`src/rtl/cordic_arbiter_if.sv`:
```
// Client request/response and CORDIC pipeline signal bundle for cordic_arbiter.
// The slave modport is the arbiter's view; master is the surrounding environment.
interface cordic_arbiter_if #(
  parameter int unsigned DATA_WIDTH        = 16,
  parameter int unsigned SECTOR_FLAG_WIDTH = 2
);
  logic                         c0_req_valid;
  logic                         c0_req_ready;
  logic [DATA_WIDTH-1:0]        c0_req_degree;
  logic [DATA_WIDTH-1:0]        c0_req_x;
  logic [DATA_WIDTH-1:0]        c0_req_y;
  logic [SECTOR_FLAG_WIDTH-1:0] c0_req_sector;
  logic                         c0_req_arctan;
  logic                         c0_rsp_valid;
  logic                         c0_rsp_ready;
  logic [DATA_WIDTH-1:0]        c0_rsp_degree;
  logic [DATA_WIDTH-1:0]        c0_rsp_x;
  logic [DATA_WIDTH-1:0]        c0_rsp_y;
  logic [SECTOR_FLAG_WIDTH-1:0] c0_rsp_sector;

  logic                         c1_req_valid;
  logic                         c1_req_ready;
  logic [DATA_WIDTH-1:0]        c1_req_degree;
  logic [DATA_WIDTH-1:0]        c1_req_x;
  logic [DATA_WIDTH-1:0]        c1_req_y;
  logic [SECTOR_FLAG_WIDTH-1:0] c1_req_sector;
  logic                         c1_req_arctan;
  logic                         c1_rsp_valid;
  logic                         c1_rsp_ready;
  logic [DATA_WIDTH-1:0]        c1_rsp_degree;
  logic [DATA_WIDTH-1:0]        c1_rsp_x;
  logic [DATA_WIDTH-1:0]        c1_rsp_y;
  logic [SECTOR_FLAG_WIDTH-1:0] c1_rsp_sector;

  logic [DATA_WIDTH-1:0]        pipe_degree_in;
  logic [DATA_WIDTH-1:0]        pipe_x_in;
  logic [DATA_WIDTH-1:0]        pipe_y_in;
  logic [SECTOR_FLAG_WIDTH-1:0] pipe_sector_in;
  logic                         pipe_arctan_en_in;
  logic [DATA_WIDTH-1:0]        pipe_degree_out;
  logic [DATA_WIDTH-1:0]        pipe_x_out;
  logic [DATA_WIDTH-1:0]        pipe_y_out;
  logic [SECTOR_FLAG_WIDTH-1:0] pipe_sector_out;

  logic                         idle;

  modport slave (
    input  c0_req_valid, c0_req_degree, c0_req_x, c0_req_y, c0_req_sector, c0_req_arctan,
    output c0_req_ready,
    input  c0_rsp_ready,
    output c0_rsp_valid, c0_rsp_degree, c0_rsp_x, c0_rsp_y, c0_rsp_sector,
    input  c1_req_valid, c1_req_degree, c1_req_x, c1_req_y, c1_req_sector, c1_req_arctan,
    output c1_req_ready,
    input  c1_rsp_ready,
    output c1_rsp_valid, c1_rsp_degree, c1_rsp_x, c1_rsp_y, c1_rsp_sector,
    output pipe_degree_in, pipe_x_in, pipe_y_in, pipe_sector_in, pipe_arctan_en_in,
    input  pipe_degree_out, pipe_x_out, pipe_y_out, pipe_sector_out,
    output idle
  );

  modport master (
    output c0_req_valid, c0_req_degree, c0_req_x, c0_req_y, c0_req_sector, c0_req_arctan,
    input  c0_req_ready,
    output c0_rsp_ready,
    input  c0_rsp_valid, c0_rsp_degree, c0_rsp_x, c0_rsp_y, c0_rsp_sector,
    output c1_req_valid, c1_req_degree, c1_req_x, c1_req_y, c1_req_sector, c1_req_arctan,
    input  c1_req_ready,
    output c1_rsp_ready,
    input  c1_rsp_valid, c1_rsp_degree, c1_rsp_x, c1_rsp_y, c1_rsp_sector,
    input  pipe_degree_in, pipe_x_in, pipe_y_in, pipe_sector_in, pipe_arctan_en_in,
    output pipe_degree_out, pipe_x_out, pipe_y_out, pipe_sector_out,
    input  idle
  );
endinterface

```
`src/rtl/cordic_arbiter.sv`:
```
// Two-client scheduler for a fixed-latency CORDIC pipeline: owner tags track in-flight ops,
// credits gate issue into per-client response FIFOs. Define CORDIC_ARB_FIXED_PRIO_EN for fixed priority.
module cordic_arbiter #(
  parameter int unsigned DATA_WIDTH        = 16,
  parameter int unsigned SECTOR_FLAG_WIDTH = 2,
  parameter int unsigned PIPE_LATENCY      = 6,
  parameter int unsigned RSP_FIFO_DEPTH    = 4
) (
  input  logic            clk,
  input  logic            reset,
  cordic_arbiter_if.slave bus
);
  localparam int unsigned PW = $clog2(RSP_FIFO_DEPTH);
  localparam int unsigned CW = PW + 1;

  typedef enum logic {CLIENT0 = 1'b0, CLIENT1 = 1'b1} client_e;

  typedef struct packed {
    logic [DATA_WIDTH-1:0]        degree;
    logic [DATA_WIDTH-1:0]        x;
    logic [DATA_WIDTH-1:0]        y;
    logic [SECTOR_FLAG_WIDTH-1:0] sector;
  } result_t;

  typedef struct packed {
    result_t op;
    logic    arctan;
  } request_t;

  typedef struct packed {
    logic    valid;
    client_e owner;
  } tag_t;

  logic [1:0]    req_valid;
  logic [1:0]    rsp_ready;
  logic [1:0]    eligible;
  logic [1:0]    grant;
  logic [1:0]    push;
  logic [1:0]    pop;
  request_t      req [2];
  request_t      issue;
  result_t       pipe_result;
  result_t       rsp_head [2];
  tag_t          tag_last;

  logic [CW-1:0] occ_q  [2];
  logic [CW-1:0] cnt_q  [2];
  logic [PW-1:0] head_q [2];
  logic [PW-1:0] tail_q [2];
  result_t       mem_q  [2][RSP_FIFO_DEPTH];
  tag_t          tag_q  [PIPE_LATENCY];

  assign req_valid = {bus.c1_req_valid, bus.c0_req_valid};
  assign rsp_ready = {bus.c1_rsp_ready, bus.c0_rsp_ready};
  assign req[0] = {bus.c0_req_degree, bus.c0_req_x, bus.c0_req_y, bus.c0_req_sector, bus.c0_req_arctan};
  assign req[1] = {bus.c1_req_degree, bus.c1_req_x, bus.c1_req_y, bus.c1_req_sector, bus.c1_req_arctan};
  assign pipe_result = {bus.pipe_degree_out, bus.pipe_x_out, bus.pipe_y_out, bus.pipe_sector_out};

  // occ_q counts ops granted but not yet popped, i.e. FIFO count plus owned in-flight tags.
  assign eligible[0] = req_valid[0] && (occ_q[0] < CW'(RSP_FIFO_DEPTH));
  assign eligible[1] = req_valid[1] && (occ_q[1] < CW'(RSP_FIFO_DEPTH));

`ifdef CORDIC_ARB_FIXED_PRIO_EN
  always_comb begin
    grant = '0;
    if (eligible[0]) begin
      grant[0] = 1'b1;
    end else if (eligible[1]) begin
      grant[1] = 1'b1;
    end
  end
`else
  client_e last_q;
  client_e last_d;

  always_comb begin
    grant  = eligible;
    last_d = last_q;
    if (&eligible) begin
      grant = (last_q == CLIENT1) ? 2'b01 : 2'b10;
    end
    if (grant[0]) begin
      last_d = CLIENT0;
    end else if (grant[1]) begin
      last_d = CLIENT1;
    end
  end

  // Reset to CLIENT1 so client 0 wins the first conflict.
  always_ff @(posedge clk or negedge reset) begin
    if (!reset) begin
      last_q <= CLIENT1;
    end else begin
      last_q <= last_d;
    end
  end
`endif

  always_comb begin
    issue = '0;
    if (grant[0]) begin
      issue = req[0];
    end else if (grant[1]) begin
      issue = req[1];
    end
  end

  assign bus.c0_req_ready      = grant[0];
  assign bus.c1_req_ready      = grant[1];
  assign bus.pipe_degree_in    = issue.op.degree;
  assign bus.pipe_x_in         = issue.op.x;
  assign bus.pipe_y_in         = issue.op.y;
  assign bus.pipe_sector_in    = issue.op.sector;
  assign bus.pipe_arctan_en_in = issue.arctan;

  assign tag_last = tag_q[PIPE_LATENCY-1];
  assign push[0]  = tag_last.valid && (tag_last.owner == CLIENT0);
  assign push[1]  = tag_last.valid && (tag_last.owner == CLIENT1);
  assign pop[0]   = (cnt_q[0] != '0) && rsp_ready[0];
  assign pop[1]   = (cnt_q[1] != '0) && rsp_ready[1];

  always_ff @(posedge clk or negedge reset) begin
    if (!reset) begin
      for (int unsigned i = 0; i < PIPE_LATENCY; i++) begin
        tag_q[i] <= '0;
      end
      for (int unsigned n = 0; n < 2; n++) begin
        occ_q[n]  <= '0;
        cnt_q[n]  <= '0;
        head_q[n] <= '0;
        tail_q[n] <= '0;
      end
    end else begin
      tag_q[0] <= '{valid: |grant, owner: (grant[1] ? CLIENT1 : CLIENT0)};
      for (int unsigned i = 1; i < PIPE_LATENCY; i++) begin
        tag_q[i] <= tag_q[i-1];
      end
      for (int unsigned n = 0; n < 2; n++) begin
        occ_q[n] <= occ_q[n] + CW'(grant[n]) - CW'(pop[n]);
        cnt_q[n] <= cnt_q[n] + CW'(push[n]) - CW'(pop[n]);
        if (push[n]) begin
          tail_q[n] <= tail_q[n] + PW'(1);
        end
        if (pop[n]) begin
          head_q[n] <= head_q[n] + PW'(1);
        end
      end
    end
  end

  always_ff @(posedge clk) begin
    for (int unsigned n = 0; n < 2; n++) begin
      if (push[n]) begin
        mem_q[n][tail_q[n]] <= pipe_result;
      end
    end
  end

  // Data is forced to zero while empty so the storage itself needs no reset.
  always_comb begin
    for (int unsigned n = 0; n < 2; n++) begin
      rsp_head[n] = '0;
      if (cnt_q[n] != '0) begin
        rsp_head[n] = mem_q[n][head_q[n]];
      end
    end
  end

  assign bus.c0_rsp_valid = (cnt_q[0] != '0);
  assign bus.c1_rsp_valid = (cnt_q[1] != '0);
  assign {bus.c0_rsp_degree, bus.c0_rsp_x, bus.c0_rsp_y, bus.c0_rsp_sector} = rsp_head[0];
  assign {bus.c1_rsp_degree, bus.c1_rsp_x, bus.c1_rsp_y, bus.c1_rsp_sector} = rsp_head[1];

  assign bus.idle = (occ_q[0] == '0) && (occ_q[1] == '0);
endmodule
```
`src/flat_wrapper.sv`:
```
// flat-port wrapper written by rule: the top's interface ports become plain ports
module cordic_arbiter_flat 
#(
  parameter int unsigned DATA_WIDTH        = 16,
  parameter int unsigned SECTOR_FLAG_WIDTH = 2,
  parameter int unsigned PIPE_LATENCY      = 6,
  parameter int unsigned RSP_FIFO_DEPTH    = 4
)
  (clk, reset, bus_c0_req_valid, bus_c0_req_degree, bus_c0_req_x, bus_c0_req_y, bus_c0_req_sector, bus_c0_req_arctan, bus_c0_req_ready, bus_c0_rsp_ready, bus_c0_rsp_valid, bus_c0_rsp_degree, bus_c0_rsp_x, bus_c0_rsp_y, bus_c0_rsp_sector, bus_c1_req_valid, bus_c1_req_degree, bus_c1_req_x, bus_c1_req_y, bus_c1_req_sector, bus_c1_req_arctan, bus_c1_req_ready, bus_c1_rsp_ready, bus_c1_rsp_valid, bus_c1_rsp_degree, bus_c1_rsp_x, bus_c1_rsp_y, bus_c1_rsp_sector, bus_pipe_degree_in, bus_pipe_x_in, bus_pipe_y_in, bus_pipe_sector_in, bus_pipe_arctan_en_in, bus_pipe_degree_out, bus_pipe_x_out, bus_pipe_y_out, bus_pipe_sector_out, bus_idle);
  cordic_arbiter_if #(.DATA_WIDTH(DATA_WIDTH), .SECTOR_FLAG_WIDTH(SECTOR_FLAG_WIDTH)) bus_i ();
  input  logic clk;
  input  logic reset;
  input wire logic [$bits(bus_i.c0_req_valid)-1:0] bus_c0_req_valid;
  input wire logic [$bits(bus_i.c0_req_degree)-1:0] bus_c0_req_degree;
  input wire logic [$bits(bus_i.c0_req_x)-1:0] bus_c0_req_x;
  input wire logic [$bits(bus_i.c0_req_y)-1:0] bus_c0_req_y;
  input wire logic [$bits(bus_i.c0_req_sector)-1:0] bus_c0_req_sector;
  input wire logic [$bits(bus_i.c0_req_arctan)-1:0] bus_c0_req_arctan;
  output wire logic [$bits(bus_i.c0_req_ready)-1:0] bus_c0_req_ready;
  input wire logic [$bits(bus_i.c0_rsp_ready)-1:0] bus_c0_rsp_ready;
  output wire logic [$bits(bus_i.c0_rsp_valid)-1:0] bus_c0_rsp_valid;
  output wire logic [$bits(bus_i.c0_rsp_degree)-1:0] bus_c0_rsp_degree;
  output wire logic [$bits(bus_i.c0_rsp_x)-1:0] bus_c0_rsp_x;
  output wire logic [$bits(bus_i.c0_rsp_y)-1:0] bus_c0_rsp_y;
  output wire logic [$bits(bus_i.c0_rsp_sector)-1:0] bus_c0_rsp_sector;
  input wire logic [$bits(bus_i.c1_req_valid)-1:0] bus_c1_req_valid;
  input wire logic [$bits(bus_i.c1_req_degree)-1:0] bus_c1_req_degree;
  input wire logic [$bits(bus_i.c1_req_x)-1:0] bus_c1_req_x;
  input wire logic [$bits(bus_i.c1_req_y)-1:0] bus_c1_req_y;
  input wire logic [$bits(bus_i.c1_req_sector)-1:0] bus_c1_req_sector;
  input wire logic [$bits(bus_i.c1_req_arctan)-1:0] bus_c1_req_arctan;
  output wire logic [$bits(bus_i.c1_req_ready)-1:0] bus_c1_req_ready;
  input wire logic [$bits(bus_i.c1_rsp_ready)-1:0] bus_c1_rsp_ready;
  output wire logic [$bits(bus_i.c1_rsp_valid)-1:0] bus_c1_rsp_valid;
  output wire logic [$bits(bus_i.c1_rsp_degree)-1:0] bus_c1_rsp_degree;
  output wire logic [$bits(bus_i.c1_rsp_x)-1:0] bus_c1_rsp_x;
  output wire logic [$bits(bus_i.c1_rsp_y)-1:0] bus_c1_rsp_y;
  output wire logic [$bits(bus_i.c1_rsp_sector)-1:0] bus_c1_rsp_sector;
  output wire logic [$bits(bus_i.pipe_degree_in)-1:0] bus_pipe_degree_in;
  output wire logic [$bits(bus_i.pipe_x_in)-1:0] bus_pipe_x_in;
  output wire logic [$bits(bus_i.pipe_y_in)-1:0] bus_pipe_y_in;
  output wire logic [$bits(bus_i.pipe_sector_in)-1:0] bus_pipe_sector_in;
  output wire logic [$bits(bus_i.pipe_arctan_en_in)-1:0] bus_pipe_arctan_en_in;
  input wire logic [$bits(bus_i.pipe_degree_out)-1:0] bus_pipe_degree_out;
  input wire logic [$bits(bus_i.pipe_x_out)-1:0] bus_pipe_x_out;
  input wire logic [$bits(bus_i.pipe_y_out)-1:0] bus_pipe_y_out;
  input wire logic [$bits(bus_i.pipe_sector_out)-1:0] bus_pipe_sector_out;
  output wire logic [$bits(bus_i.idle)-1:0] bus_idle;
  assign bus_i.c0_req_valid = bus_c0_req_valid;
  assign bus_i.c0_req_degree = bus_c0_req_degree;
  assign bus_i.c0_req_x = bus_c0_req_x;
  assign bus_i.c0_req_y = bus_c0_req_y;
  assign bus_i.c0_req_sector = bus_c0_req_sector;
  assign bus_i.c0_req_arctan = bus_c0_req_arctan;
  assign bus_c0_req_ready = bus_i.c0_req_ready;
  assign bus_i.c0_rsp_ready = bus_c0_rsp_ready;
  assign bus_c0_rsp_valid = bus_i.c0_rsp_valid;
  assign bus_c0_rsp_degree = bus_i.c0_rsp_degree;
  assign bus_c0_rsp_x = bus_i.c0_rsp_x;
  assign bus_c0_rsp_y = bus_i.c0_rsp_y;
  assign bus_c0_rsp_sector = bus_i.c0_rsp_sector;
  assign bus_i.c1_req_valid = bus_c1_req_valid;
  assign bus_i.c1_req_degree = bus_c1_req_degree;
  assign bus_i.c1_req_x = bus_c1_req_x;
  assign bus_i.c1_req_y = bus_c1_req_y;
  assign bus_i.c1_req_sector = bus_c1_req_sector;
  assign bus_i.c1_req_arctan = bus_c1_req_arctan;
  assign bus_c1_req_ready = bus_i.c1_req_ready;
  assign bus_i.c1_rsp_ready = bus_c1_rsp_ready;
  assign bus_c1_rsp_valid = bus_i.c1_rsp_valid;
  assign bus_c1_rsp_degree = bus_i.c1_rsp_degree;
  assign bus_c1_rsp_x = bus_i.c1_rsp_x;
  assign bus_c1_rsp_y = bus_i.c1_rsp_y;
  assign bus_c1_rsp_sector = bus_i.c1_rsp_sector;
  assign bus_pipe_degree_in = bus_i.pipe_degree_in;
  assign bus_pipe_x_in = bus_i.pipe_x_in;
  assign bus_pipe_y_in = bus_i.pipe_y_in;
  assign bus_pipe_sector_in = bus_i.pipe_sector_in;
  assign bus_pipe_arctan_en_in = bus_i.pipe_arctan_en_in;
  assign bus_i.pipe_degree_out = bus_pipe_degree_out;
  assign bus_i.pipe_x_out = bus_pipe_x_out;
  assign bus_i.pipe_y_out = bus_pipe_y_out;
  assign bus_i.pipe_sector_out = bus_pipe_sector_out;
  assign bus_idle = bus_i.idle;
  cordic_arbiter #(.DATA_WIDTH(DATA_WIDTH), .SECTOR_FLAG_WIDTH(SECTOR_FLAG_WIDTH), .PIPE_LATENCY(PIPE_LATENCY), .RSP_FIFO_DEPTH(RSP_FIFO_DEPTH)) u_core (.clk(clk), .reset(reset), .bus(bus_i));
endmodule
```
`config.mk`:
```
export PLATFORM = sky130hd
export DESIGN_NAME = cordic_arbiter_flat
export DESIGN_NICKNAME = d
export VERILOG_FILES = /design/src/rtl/cordic_arbiter_if.sv /design/src/rtl/cordic_arbiter.sv /design/src/flat_wrapper.sv
export SDC_FILE = /design/constraint.sdc
export NUM_CORES = 1
export LEC_CHECK = 0
export ABC_AREA = 1
export BUFFER_PORTS_ARGS = -buffer_cell sky130_fd_sc_hd__buf_2
export CAP_MARGIN = 20
export CORE_UTILIZATION = 35
export DETAILED_ROUTE_END_ITERATION = 7
export PLACE_DENSITY = 0.66
export SYNTH_ARGS = -nofsm -noshare
export SYNTH_HDL_FRONTEND = slang
export SYNTH_SLANG_ARGS = --single-unit
```
`constraint.sdc`:
```
create_clock -name clk -period 9 [get_ports clk]
set_clock_uncertainty 0.05 [all_clocks]
set_input_delay 0.9 -clock clk [delete_from_list [all_inputs] [get_ports clk]]
set_output_delay 0.9 -clock clk [all_outputs]
set_load 0.01 [all_outputs]
```
==> impl_metrics.env, run 1 <==
export IMPL_status="finished, final reports clean"
export IMPL_area_growth_pct=19.8
export IMPL_synth_area_um2=19200
export IMPL_dieArea_um2=55700
export IMPL_overflow=0
export IMPL_worst_setup_path_type="flip-flop to primary output"
export IMPL_worstPathMaxFanout=83
export IMPL_antenna_left=0
export IMPL_synthCells=1909
export IMPL_core_rowCount=85
export IMPL_maxSlewViolCount=0
export IMPL_reg2reg_depth=4
export IMPL_cp_arrival_ns=2.96
export IMPL_cts_tree="built"
export IMPL_synth_top_area_cell="edfxtp_1"
export IMPL_drive_gt1_share_pct=18.7
export IMPL_io_pins=314
export IMPL_clockRootBuffer="clkbuf_16"
export IMPL_synth_top_area_share_pct=62.7
export IMPL_setup_violations_final=0
export IMPL_vias_per_cell=4.68
export IMPL_avgSynthCellArea_um2=10.0
export IMPL_fin_ws_ns=5.09
export IMPL_die_width_um=236
export IMPL_core_area_um2=53900
export IMPL_endpoint_kind="primary output"
export IMPL_post_route_min_period_ns=3.91
export IMPL_synthTopCellsByArea="edfxtp_1, nand2_1, inv_1"
export IMPL_maxCapViolations=0
export IMPL_hold_path_class="flip-flop to flip-flop"
export IMPL_yosysWarningCount=0
export IMPL_post_cts_resized=0
export IMPL_cts_inserted_buffers=46
export IMPL_max_freq_mhz=256
export IMPL_synth_main_ff_cell="edfxtp_1"
export IMPL_clkLatencyLatePin_ns=0.55
export IMPL_worstPathRequired_ns=8.05
export IMPL_ys_ff_latch=433
export IMPL_synth_cell_types=20
export IMPL_synth_edf_count=400
export IMPL_holdPathStages=0
export IMPL_maxSlewHeadroom_pct=26.9
export IMPL_synth_commonest_cells="nand2_1, inv_1, edfxtp_1"
export IMPL_finalNetCount=2375
export IMPL_portBuffers=313
export IMPL_clkTransAtPathRegs_ns=0.06
export IMPL_post_cts_buffers=0
export IMPL_fin_area_um2=23000
export IMPL_rrSetupSlack_ns=6.35
export IMPL_worst_slew_pin_slew_ns=1.09
export IMPL_die_h_um=236
export IMPL_cts_sinks=433
export IMPL_start_util_pct=35.5
export IMPL_firstDrtPassIters=5
export IMPL_synth_most_common_cell="nand2_1"
export IMPL_remaining_drc_errors=0
export IMPL_power_per_cell_area_nw_per_um2=324
export IMPL_gp_congestion=0.841
export IMPL_antenna_found_initial=3
export IMPL_dp_slack_ns=5.49
export IMPL_start_kind="flip-flop"
export IMPL_grt_pass1_wl_mm=76.7
export IMPL_vias=13700
export IMPL_cts_htree_levels=2
export IMPL_setup_tns_ns=0
export IMPL_dr_first_iter_drc_count=800
export IMPL_min_period_over_period_pct=43.5
export IMPL_grt_usage_pct=18.1
export IMPL_hold_viol=0
export IMPL_dp_cells=2845
export IMPL_fin_util_pct=42.6
export IMPL_instances_no_fill=2933
export IMPL_syn_num_nets=2085
export IMPL_finalWirelength_mm=50.3
export IMPL_dp_hpwl_mm=31.3
export IMPL_seq_area_frac_synth_pct=67.0
export IMPL_hold_buffers=0
export IMPL_vdd_drop_max_mv=0.155
export IMPL_async_flop_share_pct=7.62
export IMPL_p_leak_nw=10.7
export IMPL_grt_max_degree=102
export IMPL_wl_per_cell_um=17.1
export IMPL_rsz0062_at_grt="no"
export IMPL_grt_pass1_vias=13600
export IMPL_clockBufferDepth=3
export IMPL_place_area_um2=21400
## critical path: stages (launching register included)
cell,delay [ns]
dfrtp_4,0.69
inv_4,0.28
buf_4,0.80
nand2_1,0.14
nand3_1,0.11
a21oi_1,0.11
buf_2,0.18
## where the power goes
part	total [mW]	switching (mW)	internal, mW	leakage (nW)
registers	2.72	0.159	2.56	4.02
logic	2.83	1.94	0.889	5.93
clock network	1.90	0.748	1.15	0.737
total	7.45	2.84	4.60	10.7
## flip-flops by register name (all words and copies together), names as in the netlist
signal	flops
u_core.head_q	4
u_core.occ_q	6
u_core.tag_last	2
u_core.tail_q	4
u_core.last_q	1
u_core.tag_q	10
u_core.cnt_q	6
u_core.mem_q	400
## layout make-up
cell class                      instances  area (µm²)
Fill cell                            5009       31000
Tap cell                              696         871
Inverter                              446        1680
Antenna cell                            4        10.0
Clock buffer                           54        1200
Timing Repair Buffer                  333        1750
Clock inverter                         28         322
Sequential cell                       433       12800
Multi-Input combinational cell        939        4270
## stage by stage
| stage | hold WS, ns | total power [mW] |
|---|---|---|
| after floorplan | 0.281 | 4.44 |
| after CTS | 0.296 | 7.54 |
| final | 0.295 | 7.45 |
| after global routing | 0.305 | 7.93 |
| after global placement | 0.283 | 5.55 |
| after detailed placement | 0.285 | 5.62 |
## cells by family after synthesis
group                      after synthesis  synth area share [%]
AOI/OAI and AO/OA                      105                  2.74
xor gates and xnor gates                 8                 0.366
and+or+nand+nor                        808                  17.5
buffers and inverters                  537                  11.0
DFF                                    433                  67.0
adders and majority gates               18                  1.33
## cell usage in the layout, fill, tap and decap left out, drive strengths merged
cell type / count
nand2: 538
inv: 448
edfxtp: 400
buf: 333
nand3: 253
a21oi: 102
clkbuf: 54
dfrtp: 32
clkinv: 17
nor2: 16
ha: 14
bufinv: 7
xnor2: 6
diode: 4
fa: 4
o21ai: 3
xor2: 2
clkinvlp: 2
nor3: 1
dfstp: 1
## final timing paths
kind,end,from
setup / recovery,bus_c1_rsp_y[14],u_core.head_q[0]
hold / removal,u_core.tag_q[4],u_core.tag_q[6]
setup reg to reg,u_core.mem_q[0][156],u_core.tag_last[0]
hold reg to reg,u_core.tag_q[4],u_core.tag_q[6]
max in group asynchronous,u_core.head_q[2],reset
min in group asynchronous,u_core.cnt_q[5],reset
## layer usage
metal  routed length [µm]  up-vias  GRT usage (%)  share of wire, %
li1                     -     6605              -                 -
met1                20000     6559           21.5                40
met2                25500      467           32.3                51
met3                 3220       90           3.66               6.4
met4                 1480        2           6.34               2.9
met5                   10        -              0             0.020
(Power assumes the default switching activity.)
==> run 2, diff against run 1 <==
--- a/config.mk
+++ b/config.mk
@@ -5,7 +5,7 @@
 export SDC_FILE = /design/constraint.sdc
 export NUM_CORES = 1
 export LEC_CHECK = 0
-export ABC_AREA = 1
+export ABC_AREA = 0
 export BUFFER_PORTS_ARGS = -buffer_cell sky130_fd_sc_hd__buf_2
 export CAP_MARGIN = 20
 export CORE_UTILIZATION = 35
==> constraint.sdc (replaced) <==
create_clock -name clk -period 3.62 [get_ports clk]
set_clock_uncertainty 0.05 [all_clocks]
set_input_delay 0.362 -clock clk [delete_from_list [all_inputs] [get_ports clk]]
set_output_delay 0.362 -clock clk [all_outputs]
set_load 0.01 [all_outputs]
==> run 2 against run 1 <==
  * Setup slack worse by 4.6 ns
  * Worst hold slack worse by 0.26 ns
  * Via count is 35% lower
  * Non-clock buffer count is 8 lower
  * Sequential share of layout area is 5.7 points higher
  * Clock power is 140% higher
  * Utilization is 0.74 points higher
  * Flip-flop and latch count stayed put
  * Critical endpoint is now bus_c0_rsp_y[6]
==> impl_metrics.env, run 2 <==
export IMPL_seq_area_frac_synth_pct=74.6
export IMPL_clkTransAtPathRegs_ns=0.07
export IMPL_portBuffers=313
export IMPL_rsz0062_at_grt="no"
export IMPL_grt_pass1_vias=9501
export IMPL_setup_violations_final=0
export IMPL_cts_inserted_buffers=45
export IMPL_maxSlewViolCount=0
export IMPL_cts_sinks=433
export IMPL_drive_gt1_share_pct=42.7
export IMPL_cp_num_buf_inv=2
export IMPL_yosysWarningCount=0
export IMPL_vias_per_cell=4.91
export IMPL_setup_tns_ns=0
export IMPL_hold_path_class="input port to flip-flop"
export IMPL_synth_most_common_cell="edfxtp_1"
export IMPL_start_util_pct=35.8
export IMPL_multi_input_area_um2=3960
export IMPL_antenna_found_initial=6
export IMPL_maxCapViolations=0
export IMPL_worstPathRequired_ns=3.21
export IMPL_synthCells=811
export IMPL_crit_slowest_cell="dfrtp_4"
export IMPL_hold_viol=0
export IMPL_dp_hpwl_mm=24.7
export IMPL_path_delay_family="flip-flops"
export IMPL_remaining_drc_errors=0
export IMPL_status="finished, final reports clean"
export IMPL_grt_max_degree=55
export IMPL_finalWirelength_mm=41.3
export IMPL_seqCellArea_um2=12900
export IMPL_min_period_over_period_pct=85.9
export IMPL_die_h_um=224
export IMPL_clockRootBuffer="clkbuf_16"
export IMPL_dr_first_iter_drc_count=546
export IMPL_finalNetCount=1311
export IMPL_ys_ff_latch=433
export IMPL_cts_htree_levels=2
export IMPL_wl_per_cell_um=22.5
export IMPL_max_stage_delay_ns=0.90
export IMPL_grt_usage_pct=16.7
export IMPL_whs_ns=0.0346
export IMPL_io_pins=314
export IMPL_max_freq_mhz=321
export IMPL_core_rowCount=80
export IMPL_synth_area_um2=17200
export IMPL_avgSynthCellArea_um2=21.2
export IMPL_overflow=0
export IMPL_endpoint_kind="primary output"
export IMPL_syn_num_nets=987
export IMPL_dieArea_um2=50100
export IMPL_antenna_left=0
export IMPL_largest_register_ffs=400
export IMPL_synth_cell_types=32
export IMPL_place_area_um2=19300
export IMPL_die_width_um=224
export IMPL_vias=8985
export IMPL_synthTopCellsByArea="edfxtp_1, mux4_2, dfrtp_1"
export IMPL_gp_congestion=0.982
export IMPL_firstDrtPassIters=4
export IMPL_layout_commonest_cell="edfxtp_1"
export IMPL_cp_arrival_ns=2.70
export IMPL_post_cts_buffers=0
export IMPL_start_kind="flip-flop"
export IMPL_nFillCells=4165
export IMPL_vdd_drop_max_mv=0.360
export IMPL_fin_area_um2=20800
export IMPL_p_leak_nw=7.53
export IMPL_worst_setup_path_type="flip-flop to primary output"
export IMPL_power_per_cell_area_nw_per_um2=820
export IMPL_grt_pass1_wl_mm=60.3
export IMPL_synth_main_ff_cell="edfxtp_1"
export IMPL_clkLatencyLatePin_ns=0.55
export IMPL_synth_commonest_cells="edfxtp_1, and2_1, mux4_2"
export IMPL_worstPathMaxFanout=31
export IMPL_area_growth_pct=21.1
export IMPL_cts_tree="built"
export IMPL_maxSlewHeadroom_pct=36.2
export IMPL_core_area_um2=48100
export IMPL_synth_top_area_cell="edfxtp_1"
export IMPL_async_flop_share_pct=7.62
export IMPL_post_route_min_period_ns=3.11
export IMPL_worst_slew_pin_slew_ns=0.956
export IMPL_fin_util_pct=43.3
export IMPL_layout_common_cells="edfxtp_1, buf_2, and2_1"
export IMPL_clockBufferDepth=3
export IMPL_path_cells="buf_4 -> mux4_2 -> and2_1 -> buf_2"
export IMPL_synth_top_area_share_pct=69.8
export IMPL_synth_edf_count=400
==> run 2: area by class of cell <==
| cell class | instances | area share [%] |
|---|---|---|
| antenna | 3 | 0.0360 |
| clock buffer | 57 | 6.02 |
| clock inverter | 27 | 1.01 |
| inverter | 16 | 0.288 |
| multi-input combinational | 314 | 19.0 |
| sequential | 433 | 61.7 |
| tap | 656 | 3.94 |
| timing repair buffer | 325 | 8.05 |
==> run 2: kinds of logic (layout without fill, tap and decap cells) <==
family	Yosys count	count (layout)	share of synthesized area (%)
and+or+nand+nor	124	124	4.46
AOI/OAI and AO/OA	54	54	2.72
DFF	433	433	74.6
buffers and inverters	64	425	2.67
adders and majority gates	18	18	1.48
muxes	102	102	13.3
other	0	3	0
xor gates and xnor gates	16	16	0.814
==> run 2: metrics by stage <==
step	total power [mW]	instances	setup WS [ns]
3_3_place_gp	12.7	1740	1.04
4_1_cts	17.4	1828	0.388
5_1_grt	18.0	1829	0.334
2_1_floorplan	10.7	811	1.21
6_report	17.1	1831	0.509
3_5_place_dp	12.8	1740	1.00
==> run 2: path summary, 6_finish.rpt <==
| check | start | to | slack, ns | cells past startpoint |
|---|---|---|---|---|
| worst max-delay path | u_core.head_q[2] | bus_c0_rsp_y[6] | 0.51 | 4 |
| worst min-delay path | bus_pipe_y_out[6] | u_core.mem_q[0][158] | 0.03 | 1 |
| worst max register to register | u_core.cnt_q[4] | u_core.cnt_q[5] | 1.15 | 10 |
| worst min register to register | u_core.tag_q[2] | u_core.tag_last[0] | 0.30 | 0 |
| max in group asynchronous | reset | u_core.head_q[3] | 2.58 | 2 |
| min in group asynchronous | reset | u_core.tag_q[8] | 0.39 | 2 |
==> run 2: power by group <==
group / internal, mW / switching (mW)
clock: 2.67 / 1.88
combinational: 2.68 / 2.80
sequential: 6.37 / 0.702
total: 11.7 / 5.38
==> run 2: metal layers <==
| metal | track usage (%) | wire (µm) | vias up |
|---|---|---|---|
| met2 | 28.3 | 20400 | 379 |
| met5 | 0 | 0 | - |
| met3 | 3.57 | 2610 | 81 |
| li1 | - | - | 3922 |
| met4 | 7.38 | 1860 | 0 |
| met1 | 20.6 | 16400 | 4603 |
==> run 2: repair_timing <==
item	4_1_cts	5_1_grt
endpoints found under the hold margin	56	0
hold buffers	4	0
resized for setup	0	0
==> run 3, diff against run 2 <==
--- a/config.mk
+++ b/config.mk
@@ -9,8 +9,10 @@
 export BUFFER_PORTS_ARGS = -buffer_cell sky130_fd_sc_hd__buf_2
 export CAP_MARGIN = 20
 export CORE_UTILIZATION = 35
+export CTS_BUF_LIST = sky130_fd_sc_hd__clkbuf_4
 export DETAILED_ROUTE_END_ITERATION = 7
 export PLACE_DENSITY = 0.66
+export REMOVE_ABC_BUFFERS = 1
 export SYNTH_ARGS = -nofsm -noshare
 export SYNTH_HDL_FRONTEND = slang
 export SYNTH_SLANG_ARGS = --single-unit
==> run 3 against run 2 <==
  * Register-to-register slack lost 0.10 ns
  * Final cell count up 8.2%
  * Sequential power shrank 2%
  * Total power shrank 4.7%
  * Clock-buffer cell count is 93 higher
  * Setup slack got worse by 0.19 ns
  * Design area is 1.7% higher
  * Via count is 5.4% higher
  * Fmax shrank 5.8%
  * Routed wire length down 2.2%
  * Utilization increased by 0.71 points
  * Combinational power is 3% higher
  * Critical endpoint is now bus_c1_rsp_degree[6]
==> impl_metrics.env, run 3 (synthesized netlist as in run 2, its figures left out) <==
export IMPL_layout_commonest_cell="edfxtp_1"
export IMPL_reg2reg_to="u_core.occ_q[5]"
export IMPL_dp_hpwl_mm=23.6
export IMPL_antenna_found_initial=6
export IMPL_vdd_drop_max_mv=0.362
export IMPL_area_growth_pct=23.1
export IMPL_hold_viol=0
export IMPL_whs_ns=0.122
export IMPL_wl_per_cell_um=20.3
export IMPL_power_per_cell_area_nw_per_um2=769
export IMPL_antenna_left=0
export IMPL_power_total_mw=16.3
export IMPL_cts_htree_levels=3
export IMPL_worst_setup_path_type="flip-flop to primary output"
export IMPL_finalNetCount=1426
export IMPL_maxSlewViolCount=0
export IMPL_place_area_um2=19400
export IMPL_start_kind="flip-flop"
export IMPL_worstPathMaxFanout=28
export IMPL_die_width_um=224
export IMPL_portBuffers=313
export IMPL_drive_gt1_share_pct=45.1
export IMPL_overflow=0
export IMPL_reg2reg_depth=7
export IMPL_cts_inserted_buffers=106
export IMPL_firstDrtPassIters=4
export IMPL_grt_pass1_vias=10200
export IMPL_setup_violations_final=0
export IMPL_dr_first_iter_drc_count=407
export IMPL_io_pins=314
export IMPL_clockBufferDepth=3
export IMPL_start_util_pct=35.8
export IMPL_r2r_start="u_core.occ_q[5]"
export IMPL_grt_pass1_wl_mm=59.7
export IMPL_maxCapViolations=0
export IMPL_rrSetupSlack_ns=1.05
export IMPL_cts_tree="built"
export IMPL_cts_sinks=433
export IMPL_die_h_um=224
export IMPL_core_area_um2=48100
export IMPL_setup_tns_ns=0
export IMPL_grt_usage_pct=16.4
export IMPL_dp_cells=1742
export IMPL_clkTransAtPathRegs_ns=0.07
export IMPL_instances_no_fill=1982
export IMPL_startpoint="u_core.head_q[0]"
export IMPL_post_route_min_period_ns=3.30
export IMPL_core_rowCount=80
export IMPL_fin_area_um2=21200
export IMPL_min_period_over_period_pct=91.2
export IMPL_largest_register_ffs=400
export IMPL_grt_max_degree=55
export IMPL_worstPathRequired_ns=3.21
export IMPL_max_stage_delay_ns=0.86
export IMPL_worst_slew_pin_slew_ns=0.950
export IMPL_remaining_drc_errors=0
export IMPL_cp_num_buf_inv=2
export IMPL_endpoint_kind="primary output"
export IMPL_path_delay_family="flip-flops"
export IMPL_fin_ws_ns=0.317
export IMPL_fin_util_pct=44.0
export IMPL_finalWirelength_mm=40.3
export IMPL_p_leak_nw=7.79
export IMPL_dp_slack_ns=1.01
export IMPL_gp_congestion=0.886
export IMPL_dieArea_um2=50100
export IMPL_clockRootBuffer="clkbuf_4"
export IMPL_maxSlewHeadroom_pct=36.7
export IMPL_clkLatencyLatePin_ns=0.81
export IMPL_cp_arrival_ns=2.89
export IMPL_max_freq_mhz=303
export IMPL_vias_per_cell=4.78
export IMPL_vias=9466
export IMPL_crit_slowest_cell="dfrtp_4"
export IMPL_rsz0062_at_grt="no"
export IMPL_hold_path_class="input port to asynchronous set/reset pin"
export IMPL_status="finished, final reports clean"
export IMPL_layout_common_cells="edfxtp_1, buf_2, clkbuf_4"
export IMPL_path_cells="buf_4 -> mux4_2 -> and2_1 -> buf_2"
export IMPL_post_cts_resized=0
[run 3: area by class of cell]
cell class	instances	area [µm²]
Inverter	16	60.1
Antenna cell	6	15.0
Clock inverter	28	119
Fill cell	4230	27000
Tap cell	656	821
Multi-Input combinational cell	314	3960
Clock buffer	150	1130
Sequential cell	433	12900
Timing Repair Buffer	379	2240
[run 3: routing by layer]
layer	global-route usage [%]	vias up	wire length (µm)	share of wire, %
li1	-	4217	-	-
met4	7.98	0	1150	2.8
met3	3.90	74	2620	6.5
met1	18.3	4749	15200	38
met2	29.5	426	21300	53
met5	0	-	0	0
[run 3: worst max path at each step]
stage | to | slack, ns | depth (start not counted)
after floorplan | bus_c0_rsp_degree[11] | 0.27 | 2
after global placement | u_core.occ_q[5] | 1.05 | 8
after detailed placement | u_core.occ_q[5] | 1.01 | 8
after CTS | bus_c1_rsp_degree[6] | 0.1 | 4
after global routing | bus_c1_rsp_degree[1] | 0.07 | 4
final | bus_c1_rsp_degree[6] | 0.32 | 4
[run 3: repair_timing]
action / 4_1_cts / 5_1_grt
hold endpoints to repair: 442 / 0
setup buffers: 0 / 0
hold buffers: 56 / 0
[run 3: worst reg2reg max path, delay by kind of cell (launching register included)]
family                   cells  cell delay, ns
flip-flops                   1            0.41
AO/OA/AOI/OAI                1            0.65
AND/OR/NAND/NOR              1            0.32
adder cells (fa/ha/maj)      2            0.59
XOR/XNOR                     3            0.44
[run 3: power breakdown]
part | leakage, nW | switching, mW | internal, mW
clock | 0.747 | 1.83 | 1.89
combinational | 3.02 | 2.86 | 2.75
sequential | 4.02 | 0.592 | 6.37
